$ cat src/rtl/rns_mod_add_stage.sv
// rns_mod_add_stage: two-stage modulo-MODULUS adder front end for one 4-bit RNS channel.
// S1 registers the operand pair; S2 registers the raw sum, the modulus-corrected sum
// and the mux select, so the downstream 2:1 mux yields (x + opnd) mod MODULUS.
// Optional feature macro: RNS_MOD_ADD_ACC_EN builds the running accumulator.
module rns_mod_add_stage #(
   parameter int MODULUS = 13
) (
   input  logic       clk,
   input  logic       rst_n,
   input  logic       in_valid,
   output logic       in_ready,
   input  logic [3:0] x,
   input  logic [3:0] y,
   input  logic       acc_mode,
   input  logic       acc_clr,
   output logic       out_valid,
   input  logic       out_ready,
   output logic [3:0] cand_a,
   output logic [3:0] cand_b,
   output logic       sel,
   output logic       err
);

   localparam logic [4:0] MOD5 = 5'(MODULUS);

   // Stage registers
   logic       s1_valid_q, s1_valid_d;
   logic [3:0] s1_x_q, s1_x_d;
   logic [3:0] s1_y_q, s1_y_d;
   logic       out_valid_q, out_valid_d;
   logic [3:0] cand_a_q, cand_a_d;
   logic [3:0] cand_b_q, cand_b_d;
   logic       sel_q, sel_d;
   logic       err_q, err_d;

   // Combinational datapath and handshake
   logic       s1_load;
   logic       s2_load;
   logic       mode_eff;
   logic [3:0] opnd;
   logic [4:0] sum;
   logic [4:0] diff;
   logic       sum_ge;
   logic       x_bad;
   logic       y_bad;

`ifdef RNS_MOD_ADD_ACC_EN
   logic       s1_acc_q, s1_acc_d;
   logic [3:0] acc_q, acc_d;
   logic [3:0] acc_eff;

   // Accumulate-mode operand selection: acc_clr forces a zero operand this cycle
   always_comb begin
      acc_eff  = acc_clr ? 4'd0 : acc_q;
      opnd     = s1_acc_q ? acc_eff : s1_y_q;
      mode_eff = acc_mode;
   end
`else
   logic unused_acc_ports;
   assign unused_acc_ports = &{1'b0, acc_mode, acc_clr};

   // Without the accumulator the second operand is always y and y is always range-checked
   always_comb begin
      opnd     = s1_y_q;
      mode_eff = 1'b0;
   end
`endif

   // Handshake: S2 refills when empty or draining; S1 accepts when empty or moving on
   always_comb begin
      s2_load  = s1_valid_q & (~out_valid_q | out_ready);
      in_ready = ~s1_valid_q | s2_load;
      s1_load  = in_valid & in_ready;
   end

   // S2 arithmetic: 5-bit raw sum, wrapped difference and correction select
   always_comb begin
      sum    = {1'b0, s1_x_q} + {1'b0, opnd};
      diff   = sum - MOD5;
      sum_ge = (sum >= MOD5);
      x_bad  = ({1'b0, x} >= MOD5);
      y_bad  = ({1'b0, y} >= MOD5) & ~mode_eff;
   end

   // Next-state for S1, S2 and the sticky error flag
   always_comb begin
      s1_valid_d  = s1_valid_q;
      s1_x_d      = s1_x_q;
      s1_y_d      = s1_y_q;
      out_valid_d = out_valid_q;
      cand_a_d    = cand_a_q;
      cand_b_d    = cand_b_q;
      sel_d       = sel_q;
      err_d       = err_q;

      if (s1_load) begin
         s1_valid_d = 1'b1;
         s1_x_d     = x;
         s1_y_d     = y;
      end else if (s2_load) begin
         s1_valid_d = 1'b0;
      end else begin
         s1_valid_d = s1_valid_q;
      end

      if (s2_load) begin
         out_valid_d = 1'b1;
         cand_a_d    = sum[3:0];
         cand_b_d    = diff[3:0];
         sel_d       = sum_ge;
      end else if (out_ready) begin
         out_valid_d = 1'b0;
      end else begin
         out_valid_d = out_valid_q;
      end

      if (s1_load && (x_bad || y_bad)) begin
         err_d = 1'b1;
      end else begin
         err_d = err_q;
      end
   end

`ifdef RNS_MOD_ADD_ACC_EN
   // Accumulator and captured mode: result folds back on the same edge S2 loads
   always_comb begin
      s1_acc_d = s1_acc_q;
      acc_d    = acc_q;
      if (s1_load) begin
         s1_acc_d = acc_mode;
      end else begin
         s1_acc_d = s1_acc_q;
      end
      if (s2_load && s1_acc_q) begin
         acc_d = sum_ge ? diff[3:0] : sum[3:0];
      end else if (acc_clr) begin
         acc_d = 4'd0;
      end else begin
         acc_d = acc_q;
      end
   end

   // Accumulator state register
   always_ff @(posedge clk) begin
      if (!rst_n) begin
         s1_acc_q <= 1'b0;
         acc_q    <= 4'd0;
      end else begin
         s1_acc_q <= s1_acc_d;
         acc_q    <= acc_d;
      end
   end
`endif

   // Pipeline and flag registers with synchronous active-low reset
   always_ff @(posedge clk) begin
      if (!rst_n) begin
         s1_valid_q  <= 1'b0;
         s1_x_q      <= 4'd0;
         s1_y_q      <= 4'd0;
         out_valid_q <= 1'b0;
         cand_a_q    <= 4'd0;
         cand_b_q    <= 4'd0;
         sel_q       <= 1'b0;
         err_q       <= 1'b0;
      end else begin
         s1_valid_q  <= s1_valid_d;
         s1_x_q      <= s1_x_d;
         s1_y_q      <= s1_y_d;
         out_valid_q <= out_valid_d;
         cand_a_q    <= cand_a_d;
         cand_b_q    <= cand_b_d;
         sel_q       <= sel_d;
         err_q       <= err_d;
      end
   end

   assign out_valid = out_valid_q;
   assign cand_a    = cand_a_q;
   assign cand_b    = cand_b_q;
   assign sel       = sel_q;
   assign err       = err_q;

endmodule

$ cat config.mk
export PLATFORM = sky130hd
export DESIGN_NAME = rns_mod_add_stage
export DESIGN_NICKNAME = d
export VERILOG_FILES = /design/src/rtl/rns_mod_add_stage.sv
export SDC_FILE = /design/constraint.sdc
export NUM_CORES = 1
export LEC_CHECK = 0
export CAP_MARGIN = 20
export CORE_AREA = 3 3 45 63
export CTS_CLUSTER_DIAMETER = 60
export DETAILED_ROUTE_END_ITERATION = 10
export DIE_AREA = 0 0 48 66
export PLACE_DENSITY = 0.71
export SYNTH_ARGS = -nofsm -noshare
export SYNTH_HDL_FRONTEND = slang
export SYNTH_SLANG_ARGS = --single-unit
$ cat constraint.sdc
create_clock -name clk -period 1.8 [get_ports clk]
set_clock_uncertainty 0.15 [all_clocks]
set_input_delay 0.36 -clock clk [delete_from_list [all_inputs] [get_ports clk]]
set_output_delay 0.36 -clock clk [all_outputs]
set_load 0.01 [all_outputs]
# Word-level counts from Yosys, hierarchy flattened
# Index checks and enable logic that the tools add are counted.
# op_classes
n_mux	4
addsub	2
order_cmp	3
reduce_logical	4
bitwise	6
# ops
op	count
>= comparator 4 bit (second input constant)	2
adder 4 x 4 -> 5 bit	1
>= comparator 5 x 4 -> 1 bit (second input constant)	1
2-to-1 mux 1 bit	4
nonzero test 2 bit	2
subtractor 4 bit (second input constant)	1
bitwise AND 1 bit	2
inverter 1 bit	2
OR 1 bit	2
logical AND 1 bit	1
logical OR 1 bit	1
# totals
inputBits	14
wordCells	27
ff_bits	20

# Depth between registers and ports, before layout
# Gate-level depths: netlist of run 1.
# depth
depth_word	6
ltp_mapped	8
ltp_nobuf	8

# Worst setup path before layout of run 1
# OpenSTA, ideal clock, no wires.
# synth_path
path_kind	reg2reg
start	reg s1_x_q[0]
end	reg cand_b_q[3], in the netlist cand_b[3]
setup_time_ns	0.119
period_less_slack_ns	1.838
path_stages_with_launch	8
t_arrival_ns	1.568
n_path_buf	0
setup_slack_ns	-0.038
path_cell_list	dfxtp_1 ha_1 inv_1 fa_1 xnor2_1 o21ai_0 xnor3_1 a21oi_1
# synth_via
elab_chain_cells	2
# synth_lines
item	line	source
from (decl)	28	logic [3:0] s1_x_q, s1_x_d;
from (signal assigned)	159	s1_x_q <= 4'd0;
from (signal assigned)	168	s1_x_q <= s1_x_d;
adder 4 x 4 -> 5 bit	78	sum = {1'b0, s1_x_q} + {1'b0, opnd};
subtractor 4 bit	79	diff = sum - MOD5;
to (signal assigned)	172	cand_b_q <= cand_b_d;
to (decl)	32	logic [3:0] cand_b_q, cand_b_d;
# No other way between the ends.
# A chain may end at the register's enable or synchronous reset.

# Worst setup path after layout of run 1
# layout_path
start	reg s1_y_q[0], in the netlist opnd[0]
end	reg cand_b_q[1], in the netlist cand_b[1]
# layout_via
elab_chain_cells	2
# layout_lines
item	line	source
from (decl)	29	logic [3:0] s1_y_q, s1_y_d;
from (signal assigned)	169	s1_y_q <= s1_y_d;
adder 4 x 4 -> 5 bit	78	
subtractor 4 bit	79	
via diff[1]	42	logic [4:0] diff;
# The timed path passes the listed nets, and every way through them passes these cells.

==> flow_summary.json, run 1 <==
{
  "leakage_nw": 0.545,
  "hold_end": "opnd[2]",
  "overflow": 0,
  "h-tree-depth": 1,
  "holdPathStages": 2,
  "drc": 0,
  "io-pin-count": 26,
  "vias": 840,
  "die_y_um": 66,
  "finalWirelength_mm": 2.03,
  "required_ns": 1.83,
  "portBuffers": 23,
  "violations": "negative setup slack",
  "maxCapViolations": 0,
  "synth_nets": 129,
  "cp-startpoint": "opnd[0]",
  "mostFrequentLayoutCells": "clkdlybuf4s50_1 (22), dfxtp_1 (18), a21oi_1 (13)",
  "grt_pass1_vias": 844,
  "avgSynthCellArea_sq_um": 8.86,
  "r2r-end": "cand_b[1]",
  "setup_viol": 4,
  "antenna_found_initial": 0,
  "clockBufferDepth": 2,
  "status": "finished with violations",
  "irDropWorstVdd_uv": 428,
  "arrival_ns": 1.87,
  "netlist_instances": 108,
  "hold_viol_final": 0,
  "synth_seq_cells": 20,
  "yosys_warnings": 0,
  "max_freq_mhz": 543,
  "drtIter0Drc": 11,
  "hp-class": "reg2reg",
  "met1_usage_pct": 17.2,
  "hp-start": "opnd[2]",
  "cts.clk_slew.worst_paths_ns": 0.11,
  "drt_first_pass_iters": 4,
  "final-max-slew-violation-count": 0,
  "cp_max_fo": 4,
  "wire_per_inst_um": 12.6,
  "syn_area_sq_um": 957,
  "cts.sinks": 20,
  "finalCriticalPeriod_ns": 1.84,
  "layout_commonest_cell": "clkdlybuf4s50_1",
  "die_x_um": 48,
  "slew-limit-headroom_pct": 66.5,
  "clock_latency_ns": 0.28,
  "place_area_sq_um": 1270,
  "yosysSeqAreaShare_pct": 41.8,
  "setup_ws_ns": -0.0407,
  "vias_per_cell": 5.22,
  "reg2reg_slack_ns": -0.04,
  "worstMarginPinSlew_ns": 0.502,
  "row_count": 21,
  "ys.flop_type": "dfxtp_1",
  "core_sq_um": 2360,
  "end_kind": "register",
  "cts_buffers": 3,
  "met3_usage_pct": 2.45,
  "grt_max_degree": 17,
  "post-route-period-util_pct": 102,
  "cpPeakStageDelay_ns": 0.57,
  "power_mw": 0.917,
  "drive_above_1_share_pct": 17.4,
  "start_util_pct": 40.5,
  "cts_root_buffer": "clkbuf_4",
  "cts-hold-fix-buffers": 0,
  "setup.worst_path.start_class": "register",
  "rr_startpoint": "opnd[0]",
  "fin_area_sq_um": 1320,
  "cts_tree": "built",
  "place_hpwl_mm": 1.58,
  "async_flop_share_pct": 0,
  "globalRouteMet2Util_pct": 24.7,
  "postRouteAntennaNets": 0,
  "synth_cell_types": 27,
  "synth-edff-count": 0,
  "design.die.area_sq_um": 3170,
  "busiest_layer": "met2",
  "track_usage_pct": 14.8,
  "nNetsFinal": 161,
  "cp_cell_sequence": "ha_4, inv_2, fa_2, ha_2, mux2i_1, nor2_1",
  "p_per_area_nw_per_um2": 694,
  "nFillCells": 227,
  "worst-r2r-cell-count": 6,
  "place.gp.congestion": 0.761,
  "holdWs_ns": 0.320,
  "diodes": 0,
  "area.growth.synth_to_final_pct": 37.9,
  "crit_slowest_cell": "fa_2",
  "grt_pass1_wl_mm": 3.42,
  "criticalPathCategory": "reg2reg",
  "grt_setup_unrepaired": "yes"
}
-- repair_timing --
| action | in CTS | in global routing |
|---|---|---|
| buffers inserted | 1 | 0 |
| pin swaps | 7 | 2 |
| resized for setup | 3 | 2 |
| hold endpoints to repair | 0 | 0 |
| endpoints found under the setup margin | 5 | 4 |
-- routing by layer --
metal | vias up | routed length [um]
met5 | - | 0
met4 | 0 | 48
met3 | 4 | 33
met2 | 13 | 1110
met1 | 395 | 838
li1 | 428 | -
-- how the worst max path moves through the flow --
stage / end / cells after the start
after detailed placement: in_ready / 3
after global placement: in_ready / 3
after CTS: sel / 8
final: cand_b[1] / 6
after floorplan: sel / 8
after global routing: sel / 8
-- report_power, final --
group | leakage, nW | switching, mW | internal, mW
combinational | 0.366 | 0.0992 | 0.128
clock | 0.0138 | 0.124 | 0.0778
sequential | 0.165 | 0.0161 | 0.471
total | 0.545 | 0.240 | 0.677
-- kinds of logic after synthesis --
logic type,count (synthesis),share of synthesized area (%)
AOI/OAI and AO/OA,25,14.8
muxes,4,4.18
DFF,20,41.8
adders and majority gates,7,9.93
buffers and inverters,14,6.54
xor gates and xnor gates,3,4.18
and+or+nand+nor,35,18.6
-- critical path, delay by kind of cell (launching register included) --
family / cells / cell delay [ns]
and+or+nand+nor: 1 / 0.05
adders and majority gates: 3 / 0.98
muxes: 1 / 0.15
buffers and inverters: 1 / 0.03
DFF: 1 / 0.37
-- through the flow --
stage                     setup slack, ns  util, %  TNS [ns]  std cells
after CTS                         -0.0426     55.3   -0.0913        161
after global placement             -0.219     53.8    -0.382        157
after detailed placement           -0.217     53.8    -0.480        157
after global routing              -0.0955     55.8    -0.351        161
final                             -0.0407     55.8   -0.0647        161
after floorplan                    0.0117        -         0        108
-- sequential cells by signal (all words and copies together) (netlist names) --
name and flops:
sel 1, s1_x_q 4, err 1, out_valid 1, cand_b 4, opnd 4, cand_a 4, s1_valid_q 1
-- synthesized netlist by cell type, types with 2 or more instances --
cell type,count,area (sq um)
inv_1,9,33.8
o21ai_0,6,30.0
mux2i_1,4,40.0
nand3_1,10,50.1
o211ai_1,2,15.0
nor2_1,7,26.3
buf_2,2,10.0
dfxtp_1,20,400
clkbuf_1,2,7.51
nor2b_1,3,18.8
xnor2_1,2,17.5
ha_1,6,75.1
a21oi_1,13,65.1
nand2_1,9,33.8
-- layout make-up --
cell class,count,area (sq um),share of cell area [%]
repair buffers,32,297,22.5
multi-input cells,74,536,40.6
flip-flops and latches,20,403,30.5
well taps,23,28.8,2.18
inverters,9,33.8,2.56
clock buffers,3,22.5,1.71
No activity file was read; power rests on OpenSTA's default activity.
==> inputs of run 2 (changes only) <==
- GPL_TIMING_DRIVEN: not set -> 0
==> run 2 against run 1 <==
  * The run still ends with negative setup slack left
  * Sequential power about the same
  * Critical path depth increased by 2
  * Worst setup slack got worse by 0.043 ns
  * Maximum frequency decreased by 2.3%
  * Non-clock buffer count decreased by 2
  * Worst hold slack got worse by 0.083 ns
  * Die area unchanged
  * Sequential share of layout area increased by 0.38 points
==> flow_summary.json, run 2 (same netlist as run 1, synthesis figures left out) <==
{
  "crit_slowest_cell": "fa_2",
  "hold_viol_final": 0,
  "drc": 0,
  "drtIter0Drc": 12,
  "post-route-period-util_pct": 105,
  "diodes": 0,
  "core_sq_um": 2360,
  "path_buf_inv": 2,
  "status": "finished with violations",
  "switching_share_pct": 26.7,
  "drive_above_1_share_pct": 17.6,
  "row_count": 21,
  "design.die.area_sq_um": 3170,
  "clock_latency_ns": 0.29,
  "cts.clk_slew.worst_paths_ns": 0.11,
  "cpPeakStageDelay_ns": 0.61,
  "post-place-ws_ns": -0.604,
  "worstMarginPinSlew_ns": 0.458,
  "cts-hold-fix-buffers": 0,
  "fin_tns_setup_ns": -0.243,
  "clockBufferDepth": 2,
  "power_mw": 0.917,
  "overflow": 0,
  "start_util_pct": 40.5,
  "vias": 835,
  "p_per_area_nw_per_um2": 703,
  "worst-r2r-cell-count": 8,
  "cp_max_fo": 4,
  "max_freq_mhz": 531,
  "place.gp.congestion": 0.805,
  "reg2reg_slack_ns": -0.08,
  "criticalPathCategory": "reg2reg",
  "cp-startpoint": "s1_x_q[0]",
  "antenna_found_initial": 0,
  "irDropWorstVdd_uv": 449,
  "power.switching_mw": 0.245,
  "postRouteAntennaNets": 0,
  "setup.worst_path.start_class": "register",
  "area.growth.synth_to_final_pct": 36.2,
  "stdcell_count": 159,
  "final-max-slew-violation-count": 0,
  "r2r-end": "sel",
  "hp-class": "in2reg",
  "layout_commonest_cell": "clkdlybuf4s50_1",
  "track_usage_pct": 14.1,
  "grt_pass1_wl_mm": 3.31,
  "rr_startpoint": "s1_x_q[0]",
  "cp_cell_sequence": "ha_4, inv_2, fa_2, ha_4, inv_2, nand3_2, nand4_1, a41oi_2",
  "place_hpwl_mm": 1.54,
  "cts.sinks": 20,
  "end_kind": "register",
  "nNetsFinal": 159,
  "setup_viol": 4,
  "crit_family": "adder cells",
  "crit_end": "sel",
  "clkPwrFrac_pct": 22.4,
  "pwr-share-comb_pct": 24.4,
  "cts_root_buffer": "clkbuf_4",
  "vias_per_cell": 5.25,
  "portBuffers": 22,
  "wire_per_inst_um": 12.6,
  "cp.depth": 8,
  "power_frac_seq_pct": 53.2,
  "arrival_ns": 1.96,
  "violations": "negative setup slack",
  "finalCriticalPeriod_ns": 1.88,
  "grt_pass1_vias": 801,
  "leakage_nw": 0.533,
  "grt_setup_unrepaired": "yes",
  "grt_max_degree": 11,
  "die_y_um": 66,
  "holdWs_ns": 0.237,
  "finalWirelength_mm": 2.01,
  "slew-limit-headroom_pct": 69.5,
  "die_x_um": 48,
  "cts_tree": "built",
  "io-pin-count": 26,
  "internal-power_mw": 0.672,
  "mostFrequentLayoutCells": "clkdlybuf4s50_1 (21), dfxtp_1 (18), a21oi_1 (12)",
  "required_ns": 1.87,
  "drt_first_pass_iters": 4,
  "dp_cells": 153,
  "h-tree-depth": 1,
  "maxCapViolations": 0,
  "cts_buffers": 3,
  "setup_ws_ns": -0.0833
}
==> run 2: metal layers <==
| metal | track usage, % | routed length (um) | vias to the layer above |
|---|---|---|---|
| li1 | - | - | 424 |
| met4 | 6.40 | 44 | 0 |
| met1 | 17.4 | 871 | 393 |
| met2 | 23.2 | 1030 | 14 |
| met5 | 0 | 0 | - |
| met3 | 1.63 | 61 | 4 |
==> run 2: area by class of cell <==
cell class / count / area (sq um)
fillers: 216 / 1060
multi-input cells: 74 / 546
flip-flops and latches: 20 / 403
repair buffers: 26 / 245
inverters: 9 / 33.8
well taps: 23 / 28.8
plain buffers: 4 / 25.0
clock buffers: 3 / 22.5
==> run 2: worst min-delay path by stage <==
stage / startpoint / to / slack, ns / depth (start not counted)
after floorplan: opnd[2] / opnd[2] / 0.29 / 2
after global placement: s1_x_q[2] / s1_x_q[2] / 0.30 / 2
after detailed placement: s1_x_q[3] / s1_x_q[3] / 0.31 / 2
after CTS: in_valid / s1_valid_q / 0.23 / 3
after global routing: in_valid / s1_valid_q / 0.26 / 3
final: in_valid / s1_valid_q / 0.24 / 3
==> run 2: tightest hold or removal path: stages <==
cell	delay, ns
buf_2	0.16
inv_1	0.07
a21oi_1	0.05
==> run 2: power by group through the flow <==
| stage | sequential [mW] | combinational [mW] | clock [mW] |
|---|---|---|---|
| 4_1_cts | 0.488 | 0.222 | 0.215 |
| 3_5_place_dp | 0.498 | 0.206 | 0 |
| 6_report | 0.488 | 0.224 | 0.205 |
| 3_3_place_gp | 0.497 | 0.204 | 0 |
| 2_1_floorplan | 0.504 | 0.115 | 0 |
| 5_1_grt | 0.491 | 0.247 | 0.229 |
==> run 2: through the flow <==
step                      cell area [sq um]  util (%)
after global placement                 1230      52.1
after CTS                              1300      54.9
final                                  1300      55.1
after floorplan                         982         -
after detailed placement               1230      52.1
after global routing                   1300      55.1
==> run 2: what timing repair did <==
item                       CTS  global route
gates cloned                 0             0
setup endpoints to repair    5             5
resized for setup           11             2
buffers inserted             3             1
pin swaps                    8             2
hold endpoints to repair     0             0
==> inputs of run 3 (changes only) <==
- CTS_CLUSTER_SIZE: not set -> 14
==> results of run 3 <==
The final DEF is identical to that of run 2; final timing and power are the same.
